==> src/rtl/aes_mixcol_stage.sv <==
// aes_mixcol_stage: iterative AES MixColumns/InvMixColumns round stage with final-round bypass
module aes_mixcol_stage #(
  parameter int COLS_PER_CYCLE = 1
) (
  input  logic         clk,
  input  logic         rst,
  input  logic         start_i,
  input  logic         decrypt_i,
  input  logic         bypass_i,
  input  logic [127:0] data_i,
  output logic [127:0] data_o,
  output logic         ready_o,
  output logic         busy_o
);
  typedef enum logic [1:0] {IDLE, CALC, DONE} state_t;
  localparam logic [2:0] STEP = 3'(COLS_PER_CYCLE);
  generate
    if (COLS_PER_CYCLE != 1 && COLS_PER_CYCLE != 2 && COLS_PER_CYCLE != 4) begin : g_bad_cols
      $error("COLS_PER_CYCLE must be 1, 2 or 4");
    end
  endgenerate
  state_t state, state_n;
  logic [1:0] cnt;
  logic [2:0] cnt_n;
  logic [127:0] work;
  logic dec;
  logic accept;
  function automatic logic [7:0] xt(input logic [7:0] x);
    return {x[6:0], 1'b0} ^ (x[7] ? 8'h1b : 8'h00);
  endfunction
  function automatic logic [31:0] mix(input logic [31:0] c, input logic inv);
    logic [7:0] s [4];
    logic [7:0] s2 [4];
    logic [7:0] s4 [4];
    logic [7:0] s8 [4];
    logic [31:0] o;
    for (int r = 0; r < 4; r++) begin
      s[r]  = c[8*r +: 8];
      s2[r] = xt(s[r]);
      s4[r] = xt(s2[r]);
      s8[r] = xt(s4[r]);
    end
    for (int r = 0; r < 4; r++) begin
      o[8*r +: 8] = inv
        ? (s8[r] ^ s4[r] ^ s2[r]) ^ (s8[(r+1)%4] ^ s2[(r+1)%4] ^ s[(r+1)%4]) ^
          (s8[(r+2)%4] ^ s4[(r+2)%4] ^ s[(r+2)%4]) ^ (s8[(r+3)%4] ^ s[(r+3)%4])
        : s2[r] ^ s2[(r+1)%4] ^ s[(r+1)%4] ^ s[(r+2)%4] ^ s[(r+3)%4];
    end
    return o;
  endfunction
  // a start coinciding with the completion pulse still counts as busy and is dropped
  assign accept = start_i && state == IDLE && !ready_o;
  assign cnt_n  = {1'b0, cnt} + STEP;
  assign busy_o = state != IDLE || ready_o;
  always_comb begin
    state_n = IDLE;
    state_n = state == IDLE ? (accept ? (bypass_i ? DONE : CALC) : IDLE)
            : state == CALC ? (cnt_n[2] ? DONE : CALC)
            : IDLE;
  end
  always_ff @(posedge clk) begin
    if (rst) begin
      state   <= IDLE;
      cnt     <= 2'd0;
      work    <= '0;
      dec     <= 1'b0;
      data_o  <= '0;
      ready_o <= 1'b0;
    end else begin
      state   <= state_n;
      ready_o <= state == DONE;
      if (accept) begin
        work <= data_i;
        dec  <= decrypt_i;
        cnt  <= 2'd0;
      end
      if (state == CALC) begin
        for (int j = 0; j < COLS_PER_CYCLE; j++)
          work[32*(int'(cnt)+j) +: 32] <= mix(work[32*(int'(cnt)+j) +: 32], dec);
        cnt <= cnt_n[1:0];
      end
      if (state == DONE) data_o <= work;
    end
  end
endmodule

==> config.mk <==
export PLATFORM = sky130hd
export DESIGN_NAME = aes_mixcol_stage
export DESIGN_NICKNAME = d
export VERILOG_FILES = /design/src/rtl/aes_mixcol_stage.sv
export SDC_FILE = /design/constraint.sdc
export NUM_CORES = 1
export LEC_CHECK = 0
export CAP_MARGIN = 20
export CORE_ASPECT_RATIO = 0.8
export CORE_UTILIZATION = 49
export DETAILED_ROUTE_END_ITERATION = 16
export PLACE_DENSITY = 0.87
export SYNTH_ARGS = -nofsm -noshare
export SYNTH_HDL_FRONTEND = slang
export SYNTH_SLANG_ARGS = --single-unit
==> constraint.sdc <==
create_clock -name clk -period 5.2 [get_ports clk]
set_clock_uncertainty 0.2 [all_clocks]
set_input_delay 1.3 -clock clk [delete_from_list [all_inputs] [get_ports clk]]
set_output_delay 1.3 -clock clk [all_outputs]
set_load 0.03 [all_outputs]
# Word level (Yosys, flattened, before mapping)
# Index checks and enable logic that the tools add are counted.
# classes
n_addsub	2
n_eq_ne	2
n_shift	3
n_mux	27
bitwise_logic	64
reduce_logical	7
# ops
operator	count
8-bit bitwise XOR	52
128-bit 2-to-1 mux	3
128-bit bitwise mux	1
32-bit by 33-bit variable shift with 128-bit output, first input constant	1
128-bit by 8-bit variable part select with 32-bit output	1
32-bit by 33-bit variable part select with 128-bit output	1
8-bit by 5-bit bitwise XOR with 8-bit output	12
5-bit 2-to-1 mux	12
7-bit negation with 33-bit output	1
8-bit 2-to-1 mux	4
2-bit 2-to-1 mux	7
2-bit nonzero test	2
2-bit by 1-bit adder with 3-bit output, second input constant	1
2-bit by 1-bit == test with 1-bit output, second input constant	1
2-bit == test, second input constant	1
1-bit logical AND	2
2-bit logical NOT	1
1-bit logical NOT	1
1-bit logical OR	1
# word_totals
regBits	262
out_inout_bits	130
wordCells	111

# Depth between registers and ports, before layout
# Gate-level depths: netlist (run 1).
# logic_depth
ltp_word	16
mapped_depth	11
ltp_nobuf	8

# Worst setup path before layout (run 1)
# Ideal clock, no wire load.
# synth_timing
kind	flip-flop to flip-flop
from	register cnt[1]
to	register work[91]
arrival_ps	2963
required_time_ps	4937
setup_slack_ps	1974
path_stages_with_launch	12
n_path_buf	3
cell_sequence	dfxtp_1 > buf_2 > buf_2 > buf_2 > inv_1 > ha_1 > nand2_1 > or4b_2 > nor2_1 > nand2_1 > or3_1 > nand3_1
# synth_between
elab_chain_len	14
# synth_lines
item	line	source
start: declaration	23	logic [1:0] cnt;
start signal: assignment	80	cnt <= cnt_n[1:0];
128-bit by 8-bit variable part select with 32-bit output	79	work[32*(int'(cnt)+j) +: 32] <= mix(work[32*(int'(cnt)+j) +: 32], dec);
8-bit by 5-bit bitwise XOR with 8-bit output or 5-bit 2-to-1 mux (tied branches) (2 in a row)	29	return {x[6:0], 1'b0} ^ (x[7] ? 8'h1b : 8'h00);
5-bit 2-to-1 mux or 8-bit by 5-bit bitwise XOR with 8-bit output (tied branches)	29	
8-bit by 5-bit bitwise XOR with 8-bit output	29	
8-bit bitwise XOR, on equally long branches	45, 46	
8-bit bitwise XOR (3 in a row)	45	? (s8[r] ^ s4[r] ^ s2[r]) ^ (s8[(r+1)%4] ^ s2[(r+1)%4] ^ s[(r+1)%4]) ^
8-bit bitwise XOR	46	(s8[(r+2)%4] ^ s4[(r+2)%4] ^ s[(r+2)%4]) ^ (s8[(r+3)%4] ^ s[(r+3)%4])
8-bit 2-to-1 mux	45	
32-bit by 33-bit variable part select with 128-bit output	79	
128-bit bitwise mux (*)	79	
128-bit 2-to-1 mux (*)	77	if (state == CALC) begin
end signal: assignment	73	work <= data_i;
end signal: indexed assignment	79	
end: declaration	25	logic [127:0] work;
# Mark *: on every way between the ends. The rest lies on a longest branch, timed or not.
# A chain may end at the register's enable or synchronous reset.

# Worst setup path in the final report (run 1)
# layout_timing
from	register cnt[0]
to	register work[54]
# Same word-level chain as after synthesis.

==> results of run 1 <==
power groups by stage:
stage | registers (mW) | clock network (mW) | logic, mW
2_1_floorplan | 2.25 | 0 | 2.61
3_3_place_gp | 2.29 | 0 | 3.38
3_5_place_dp | 2.29 | 0 | 3.40
4_1_cts | 2.25 | 2.11 | 3.43
5_1_grt | 2.26 | 2.20 | 3.65
6_report | 2.26 | 2.11 | 3.49
per-layer routing:
metal	wire [um]	GRT usage, %	up-vias
li1	-	-	5594
met5	146	3.01	-
met2	21600	49.9	863
met3	7570	14.7	126
met1	20600	47.1	5973
met4	1630	11.1	6
worst max-delay path, stage by stage (launching register included):
cell and delay [ps]:
dfxtp_2 880, mux4_1 1030, xor2_1 660, xnor3_1 550
xnor3_1 370, mux2i_1 440, a21oi_1 140, nor2_1 140
layout make-up:
type                       instances  area share (%)
antenna                            2          0.0284
clock buffer                      36            4.25
clock inverter                    13            1.16
inverter                           4          0.0852
multi-input combinational       1138            46.3
sequential                       262            29.8
tap                              364            2.58
timing repair buffer             283            15.9
stage by stage:
stage               cell area, sq um  std cells  util (%)
finish                         17600       2102      63.9
global route                   17600       2100      63.9
CTS                            17600       2100      63.9
detailed placement             16700       2051      60.5
global placement               16700       2051      60.5
floorplan                      13900       1516         -
layout by cell type, fill, tap and decap left out, types with 8 or more instances in the layout:
| cell type | instances |
|---|---|
| xor3_1 | 8 |
| xnor2_1 | 110 |
| mux4_2 | 30 |
| xor2_1 | 30 |
| nand4_1 | 9 |
| mux2i_1 | 91 |
| dfxtp_1 | 261 |
| o2bb2ai_1 | 24 |
| xnor3_1 | 28 |
| xnor2_2 | 15 |
| clkbuf_16 | 27 |
| o22ai_1 | 48 |
| a21oi_1 | 213 |
| nor2_1 | 62 |
| o22a_1 | 13 |
| buf_4 | 20 |
| nand2_1 | 367 |
| nand3_1 | 14 |
| clkdlybuf4s50_1 | 261 |
| or3_1 | 8 |
final timing paths:
| kind | cells after the start | to | start |
|---|---|---|---|
| max | 7 | work[54] | cnt[0] |
| min | 2 | data_o[17] | data_o[17] |
| max reg2reg | 7 | work[54] | cnt[0] |
| min reg2reg | 2 | data_o[17] | data_o[17] |
kinds of logic (layout without fill, tap and decap cells):
family,Yosys count,after routing
AO/OA/AOI/OAI,317,317
XOR/XNOR,205,205
adder cells (fa/ha/maj),6,6
buffers and inverters,116,336
flip-flops,262,262
multiplexers,124,124
other,0,2
AND/OR/NAND/NOR,486,486
flip-flops by register name (all words and copies together), names as in the netlist:
register / flops
ready_o: 1
work: 128
state: 2
dec: 1
cnt: 2
data_o: 128
==> key figures, run 1 <==
Synth
  – Simple-Gate Fraction of Synth Area: 14.1%
  – Yosys cell types: 49
  – Area share of the largest cell type after synthesis: 37.7%
  – Syn Nets: 1655
  – Synth Area in Compound Gates: 13.3%
  – Post-synthesis adder-cell area fraction: 0.540%
  – Multiplexer area fraction after synthesis: 11.9%
  – Ys flop type: dfxtp_1
  – Most instantiated cells after synthesis: nand2_1, dfxtp_1, a21oi_1
  – FF+latch count, synth: 262
  – Seq/Total Area, Yosys: 37.7%
  – Synthesized area: 0.0139 sq mm
  – Post-Synth XOR/XNOR Area: 18.7%
  – YS warnings: 0
  – Ys async rst share: 0%
  – Post-synth EDFFs: 0
  – Cell taking the most area after synthesis: dfxtp_1
  – Top cells by area, synth: dfxtp_1, nand2_1, a21oi_1
  – Top-count cell post-synth: nand2_1
  – Largest family of logic cells by synthesized area: XOR/XNOR gates
  – Post-Syn Instances: 1516
  – Synthesized area per cell: 9.17 sq um

Final layout
  – FF+latch area: 0.00525 sq mm
  – Layout overhead on the synthesized area: 26.8%
  – Area of the multi-input gates: 0.00816 sq mm
  – Filler Cells Inserted: 2219
  – Total Nets Final: 1855
  – Layout cells sized above 1: 8.24%

Setup path
  – Worst reg2reg setup slack: 690 ps
  – Critical path fanouts, max: 25
  – Required @ worst endpoint: 5470 ps
  – Critical Path AT: 4780 ps
  – Worst Setup Path Type: reg2reg
  – Critical Path Source Type: flop
  – Critical Path End Type: flop

Place
  – PortBufs: 262
  – Pre-CTS WS: 748 ps
  – DP HPWL: 38100 um
  – Gpl congestion: 1.00

Pwr
  – Sw frac: 36.4%
  – Comb power frac: 44.5%
  – Reg power frac: 28.8%
  – Int Power: 5.00 mW
  – Leakage: 6.37 nW
  – Worst vdd ir: 0.306 mV
  – Net Switching: 2.86 mW
  – Pwr/cell area: 446 mW/mm^2
  – Clock power frac: 26.8%
  – Tot Pwr: 7.86 mW

Floorplanning
  – Die H: 153 um
  – Top-level I/O count: 263
  – # rows: 54
  – Core Region: 0.0276 sq mm
  – Die width: 190 um
  – Initial Util: 50.4%
  – Die area: 0.0291 sq mm

Drt
  – Residual DRC: 0
  – Avg Vias per Cell: 5.98
  – Post-DR wirelength/cell: 24.5 um
  – Final wirelength: 51600 um
  – Initial DRT Pass Iterations: 7
  – Drt initial violations: 1416
  – Detail Route Antenna Nets: 0
  – Routed vias: 12562

STA
  – Final Hold Fails: 0
  – Worst Tran Pin Value: 1000 ps
  – Final setup vio count: 0
  – WHS: 252 ps
  – Unrepaired setup endpoints after global routing: false
  – Final worst path period need: 4510 ps
  – Final worst slack: 691 ps
  – Final period utilization: 86.7%
  – Max frequency: 222 MHz
  – Max-slew violations: 0
  – Worst slew margin: 33.1%
  – TNS Setup: 0 ps

Clocking
  – Clock latency on the worst-skew pair: 560 ps
  – Hold_buf cts: 0
  – CTS clk-pin slew, worst paths: 60 ps
  – Longest Clk Path Bufs: 3
  – Post_cts resized: 0
  – CTS tree: done
  – Cts bufs inserted: 27
  – Post-CTS setup buffers: 0
  – H-tree depth: 1
  – Root Buffer: clkbuf_16
  – Clk sinks: 262

Global route
  – First-pass GRT wire length: 76400 um
  – GR Util All Layers: 34.9%
  – GRT overflow: 0
  – Largest net degree at the start of global routing: 103
  – Vias in the first global route: 12153
  – Antenna violations before repair: 3

Status
  – Status: finished, final reports clean

Run
  – MaxCap Viol Count: 0

Worst hold path
  – Hold Crit Class: reg2reg
(Power assumes the default switching activity.)
==> inputs of run 2 (changes only) <==
CORE_UTILIZATION = 48   (was 49)
PLACE_DENSITY = 0.88   (was 0.87)
clock period = 3.8 ns   (was 5.2 ns; I/O delays follow)
==> key figures, run 2 (same netlist as run 1, synthesis figures left out) <==
Setup path
  – Critical Path Source Type: flop
  – Critical Path Start: cnt[0]
  – Critical Path End Type: flop
  – FF-to-FF path depth: 8 (+1)
  – Worst reg2reg setup slack: 170 ps (-520 ps)
  – Crit path to: work[29]
  – Critical Path AT: 3810 ps (-970 ps)
  – Worst R2R End: work[29]
  – Required @ worst endpoint: 3970 ps (-1500 ps)
  – Critical path fanouts, max: 15 (-40%)
  – R2r startpoint: cnt[0]
  – Worst Setup Path Type: reg2reg

Clocking
  – Root Buffer: clkbuf_16
  – Clk sinks: 262 (unchanged)
  – CTS clk-pin slew, worst paths: 70 ps (about the same)
  – Hold_buf cts: 0 (unchanged)
  – H-tree depth: 1 (unchanged)
  – CTS tree: done
  – Longest Clk Path Bufs: 3 (unchanged)
  – Clock latency on the worst-skew pair: 570 ps (about the same)
  – Cts bufs inserted: 25 (-7.4%)

Floorplanning
  – Die area: 0.0297 sq mm (+2.1%)
  – Core Region: 0.0284 sq mm (+2.9%)
  – Top-level I/O count: 263 (unchanged)
  – Die H: 154 um (+1.0%)
  – Die width: 192 um (+1.0%)
  – Initial Util: 49.0% (-1.4 points)
  – # rows: 55 (+1.9%)

Final layout
  – Layout overhead on the synthesized area: 29.3%
  – N_diodes: 0 (-2)
  – Biggest regs: data_o x128, work x128
  – Design area: 0.0180 sq mm (+2.0%)
  – Total Nets Final: 1898 (+2.3%)
  – Commonest non-fill, non-tap cell in the layout: nand2_1
  – Layout cells sized above 1: 10.5% (+2.2 points)
  – Most frequent cells in the layout: nand2_1, dfxtp_1, clkdlybuf4s50_1

Place
  – Pre-CTS WS: 139 ps (-609 ps)
  – PortBufs: 262 (unchanged)
  – Area after DPL: 0.0171 sq mm (+2.5%)
  – DP HPWL: 38900 um (+2.1%)
  – Gpl congestion: 1.01 (+0.72%)

Pwr
  – Comb power frac: 47.6% (+3.1 points)
  – Net Switching: 4.07 mW (+42%)
  – Leakage: 6.58 nW (+3.4%)
  – Int Power: 6.95 mW (+39%)
  – Reg power frac: 27.9% (-0.9 points)
  – Pwr/cell area: 613 mW/mm^2 (+38%)
  – Clock power frac: 24.5% (-2.3 points)
  – Sw frac: 36.9% (+0.48 points)
  – Worst vdd ir: 0.439 mV (+43%)

STA
  – TNS Setup: 0 ps (unchanged)
  – Max frequency: 275 MHz (+24%)
  – Final period utilization: 95.6% (+8.9 points)
  – Unrepaired setup endpoints after global routing: false
  – Worst slew margin: 39.4% (+6.3 points)
  – Max-slew violations: 0 (unchanged)
  – Final worst path period need: 3630 ps (-876 ps)
  – Final worst slack: 167 ps (-524 ps)
  – Final Hold Fails: 0 (unchanged)
  – Worst Tran Pin Value: 909 ps (-94.1 ps)
  – Final setup vio count: 0 (unchanged)

Drt
  – Avg Vias per Cell: 6.00 (+0.41%)
  – Routed vias: 12884 (+2.6%)
  – Final wirelength: 51800 um (+0.44%)
  – Residual DRC: 0 (unchanged)
  – Detail Route Antenna Nets: 0 (unchanged)
  – Initial DRT Pass Iterations: 6 (-1)
  – Post-DR wirelength/cell: 24.1 um (-1.7%)
  – Drt initial violations: 1630 (+15%)

Run
  – MaxCap Viol Count: 0 (unchanged)

Worst hold path
  – Hold Crit Class: reg2reg
  – Min-delay src: data_o[108]

Global route
  – GRT overflow: 0 (unchanged)
  – Largest net degree at the start of global routing: 110 (+6.8%)
  – First-pass GRT wire length: 76500 um (+0.15%)
  – Vias in the first global route: 12499 (+2.8%)
  – Antenna violations before repair: 0 (-3)
  – GR Util All Layers: 34.4% (-0.54 points)

Status
  – Status: finished, final reports clean
## run 2: worst min-delay path by stage
stage	to	slack (ps)	cells past startpoint
2_1_floorplan	data_o[55]	240	2
3_3_place_gp	data_o[43]	240	2
3_5_place_dp	data_o[73]	250	2
4_1_cts	data_o[73]	250	2
5_1_grt	data_o[43]	280	2
6_report	data_o[108]	260	2
## run 2: per-stage QoR
step / utilization [%] / hold WS [ps] / total power, mW / std cells
6_report: 63.4 / 255 / 11.0 / 2147
3_3_place_gp: 60.3 / 243 / 8.11 / 2102
3_5_place_dp: 60.3 / 246 / 8.18 / 2102
4_1_cts: 63.4 / 255 / 10.9 / 2147
2_1_floorplan: - / 239 / 6.65 / 1516
5_1_grt: 63.4 / 276 / 11.4 / 2147
## run 2: routing by layer
layer / global-route usage (%) / part of all wire [%] / vias to the layer above
met3: 9.64 / 13 / 138
met2: 50.7 / 43 / 902
li1: - / - / 5677
met1: 48.8 / 41 / 6167
met5: 0 / 0 / -
met4: 10.1 / 3.2 / 0
## run 2: cell type report
type                            count  area, sq um
Sequential cell                   262         5250
Tap cell                          370          463
Timing Repair Buffer              328         3210
Inverter                            4         15.0
Clock buffer                       33          696
Clock inverter                     12          185
Multi-Input combinational cell   1138         8160
Fill cell                        2284        10400
## run 2: worst max-delay path: stages (launching register included)
cell and delay [ps]:
dfxtp_4 510, buf_12 210, mux4_2 670, xor2_2 360
xnor3_2 540, xnor3_1 310, nand2_1 70, xnor2_1 370
o22ai_1 180
## run 2: power groups by stage
| stage | Sequential [mW] | Combinational (mW) | Clock [mW] |
|---|---|---|---|
| floorplan | 3.08 | 3.57 | 0 |
| global placement | 3.11 | 5.00 | 0 |
| detailed placement | 3.12 | 5.06 | 0 |
| CTS | 3.06 | 5.11 | 2.71 |
| global route | 3.08 | 5.48 | 2.83 |
| finish | 3.07 | 5.25 | 2.71 |
## run 2: repair_timing
| item | 4_1_cts | 5_1_grt |
|---|---|---|
| setup endpoints to repair | 0 | 15 |
| setup buffers | 0 | 0 |
| gates resized for setup | 0 | 2 |
==> inputs of run 3 (changes only) <==
CORE_MARGIN = 4   (was not set)
SLEW_MARGIN = 10   (was not set)
==> key figures, run 3 (same netlist as run 1, synthesis figures left out) <==
Final layout
  – Most frequent cells in the layout: nand2_1, dfxtp_1, clkdlybuf4s50_1
  – Layout cells sized above 1: 10.3% (-0.21 points)
  – Total Nets Final: 1895 (-0.16%)
  – Commonest non-fill, non-tap cell in the layout: nand2_1
  – Layout overhead on the synthesized area: 28.8%
  – Biggest regs: data_o x128, work x128
  – N_diodes: 0 (unchanged)

Clocking
  – CTS tree: done
  – CTS clk-pin slew, worst paths: 60 ps (about the same)
  – Post_cts resized: 0 (unchanged)
  – Post-CTS setup buffers: 0 (unchanged)
  – H-tree depth: 1 (unchanged)
  – Clk sinks: 262 (unchanged)
  – Cts bufs inserted: 26 (+4.0%)
  – Root Buffer: clkbuf_16
  – Hold_buf cts: 0 (unchanged)
  – Longest Clk Path Bufs: 3 (unchanged)
  – Clock latency on the worst-skew pair: 550 ps (-20 ps)

Drt
  – Post-DR wirelength/cell: 24.3 um (+0.78%)
  – Detail Route Antenna Nets: 0 (unchanged)
  – Avg Vias per Cell: 5.94 (-0.97%)
  – Residual DRC: 0 (unchanged)
  – Routed vias: 12747 (-1.1%)
  – Final wirelength: 52200 um (+0.69%)
  – Drt initial violations: 1324 (-19%)
  – Initial DRT Pass Iterations: 5 (-1)

Floorplanning
  – # rows: 55 (unchanged)
  – Top-level I/O count: 263 (unchanged)
  – Die area: 0.0318 sq mm (+7.1%)
  – Core Region: 0.0284 sq mm (+0.24%)
  – Die width: 198 um (+3.1%)
  – Initial Util: 48.9% (-0.12 points)
  – Die H: 160 um (+3.9%)

Global route
  – Largest net degree at the start of global routing: 177 (+61%)
  – Vias in the first global route: 12577 (+0.62%)
  – First-pass GRT wire length: 76600 um (+0.13%)
  – GRT overflow: 0 (unchanged)
  – GR Util All Layers: 31.6% (-2.8 points)
  – Antenna violations before repair: 0 (unchanged)

STA
  – Max frequency: 282 MHz (+2.6%)
  – Worst Tran Pin Value: 1020 ps (+107 ps)
  – TNS Setup: 0 ps (unchanged)
  – Unrepaired setup endpoints after global routing: false
  – Final Hold Fails: 0 (unchanged)
  – Worst slew margin: 32.1% (-7.3 points)
  – Final setup vio count: 0 (unchanged)
  – Max-slew violations: 0 (unchanged)
  – WHS: 252 ps (-3.27 ps)
  – Final period utilization: 93.2% (-2.4 points)
  – Final worst path period need: 3540 ps (-91.8 ps)
  – Final worst slack: 258 ps (+91.8 ps)

Pwr
  – Leakage: 6.53 nW (-0.77%)
  – Worst vdd ir: 0.384 mV (-13%)
  – Net Switching: 3.99 mW (-1.9%)
  – Comb power frac: 47.5% (about the same)
  – Sw frac: 37.2% (+0.23 points)
  – Reg power frac: 28.6% (+0.7 points)
  – Tot Pwr: 10.7 mW (-2.5%)
  – Int Power: 6.76 mW (-2.9%)
  – Pwr/cell area: 600 mW/mm^2 (-2.1%)
  – Clock power frac: 23.9% (-0.6 points)

Place
  – PortBufs: 262 (unchanged)
  – DP HPWL: 39200 um (+0.71%)
  – Gpl congestion: 1.03 (+2.3%)
  – Pre-CTS WS: 320 ps (+181 ps)

Setup path
  – Crit-path cells: buf_12 > mux4_2 > xnor2_4 > buf_4 > xor2_1 > xnor3_1 > nand2_1 > xnor2_1 > o22ai_1
  – Critical Path Source Type: flop
  – Worst Setup Path Type: reg2reg
  – Critical path fanouts, max: 18 (+3)
  – Required @ worst endpoint: 3980 ps (about the same)
  – Critical Path End Type: flop
  – Critical path's largest stage delay: 690 ps (+20 ps)
  – Critical Path AT: 3720 ps (-90 ps)
  – CP max-delay cell: mux4_2

Run
  – MaxCap Viol Count: 0 (unchanged)

Status
  – Status: finished, final reports clean

Worst hold path
  – Hold Crit Class: reg2reg
==> run 3: worst paths after layout <==
kind         depth (start not counted)  slack, ps        from         end
min reg2reg                          2        250  data_o[52]  data_o[52]
min                                  2        250  data_o[52]  data_o[52]
max                                  9        260      cnt[0]    work[13]
max reg2reg                          9        260      cnt[0]    work[13]
==> run 3: power groups by stage <==
stage	logic (mW)	clock network (mW)	registers [mW]
floorplan	3.57	0	3.08
global placement	4.96	0	3.11
detailed placement	4.98	0	3.12
CTS	5.02	2.57	3.06
global route	5.34	2.70	3.08
finish	5.11	2.57	3.08
==> run 3: cell type report <==
| type | instances | area (sq um) |
|---|---|---|
| fillers | 2285 | 10500 |
| multi-input cells | 1138 | 8160 |
| flip-flops and latches | 262 | 5250 |
| repair buffers | 324 | 3180 |
| clock buffers | 36 | 738 |
| well taps | 370 | 463 |
| clock inverters | 11 | 106 |
| inverters | 4 | 15.0 |
==> run 3: critical path: cells and delay by family (launching register included) <==
| kind | cells | cell delay (ps) |
|---|---|---|
| AOI/OAI and AO/OA | 1 | 180 |
| xor gates and xnor gates | 4 | 1350 |
| buffers and inverters | 2 | 410 |
| DFF | 1 | 460 |
| muxes | 1 | 690 |
| and+or+nand+nor | 1 | 60 |
==> run 3: routing by layer <==
layer | global-route usage [%] | part of all wire [%] | vias up
li1 | - | - | 5684
met1 | 43.6 | 40 | 6013
met2 | 45.1 | 41 | 898
met3 | 12.0 | 14 | 148
met4 | 10.8 | 4.2 | 4
met5 | 4.78 | 0.38 | -
==> run 3: stage by stage <==
step,util [%],instances,instance area [sq um]
after global placement,60.0,2098,17100
after CTS,63.0,2145,17900
final,63.0,2145,17900
after global routing,63.0,2145,17900
after floorplan,-,1516,13900
after detailed placement,60.0,2098,17100
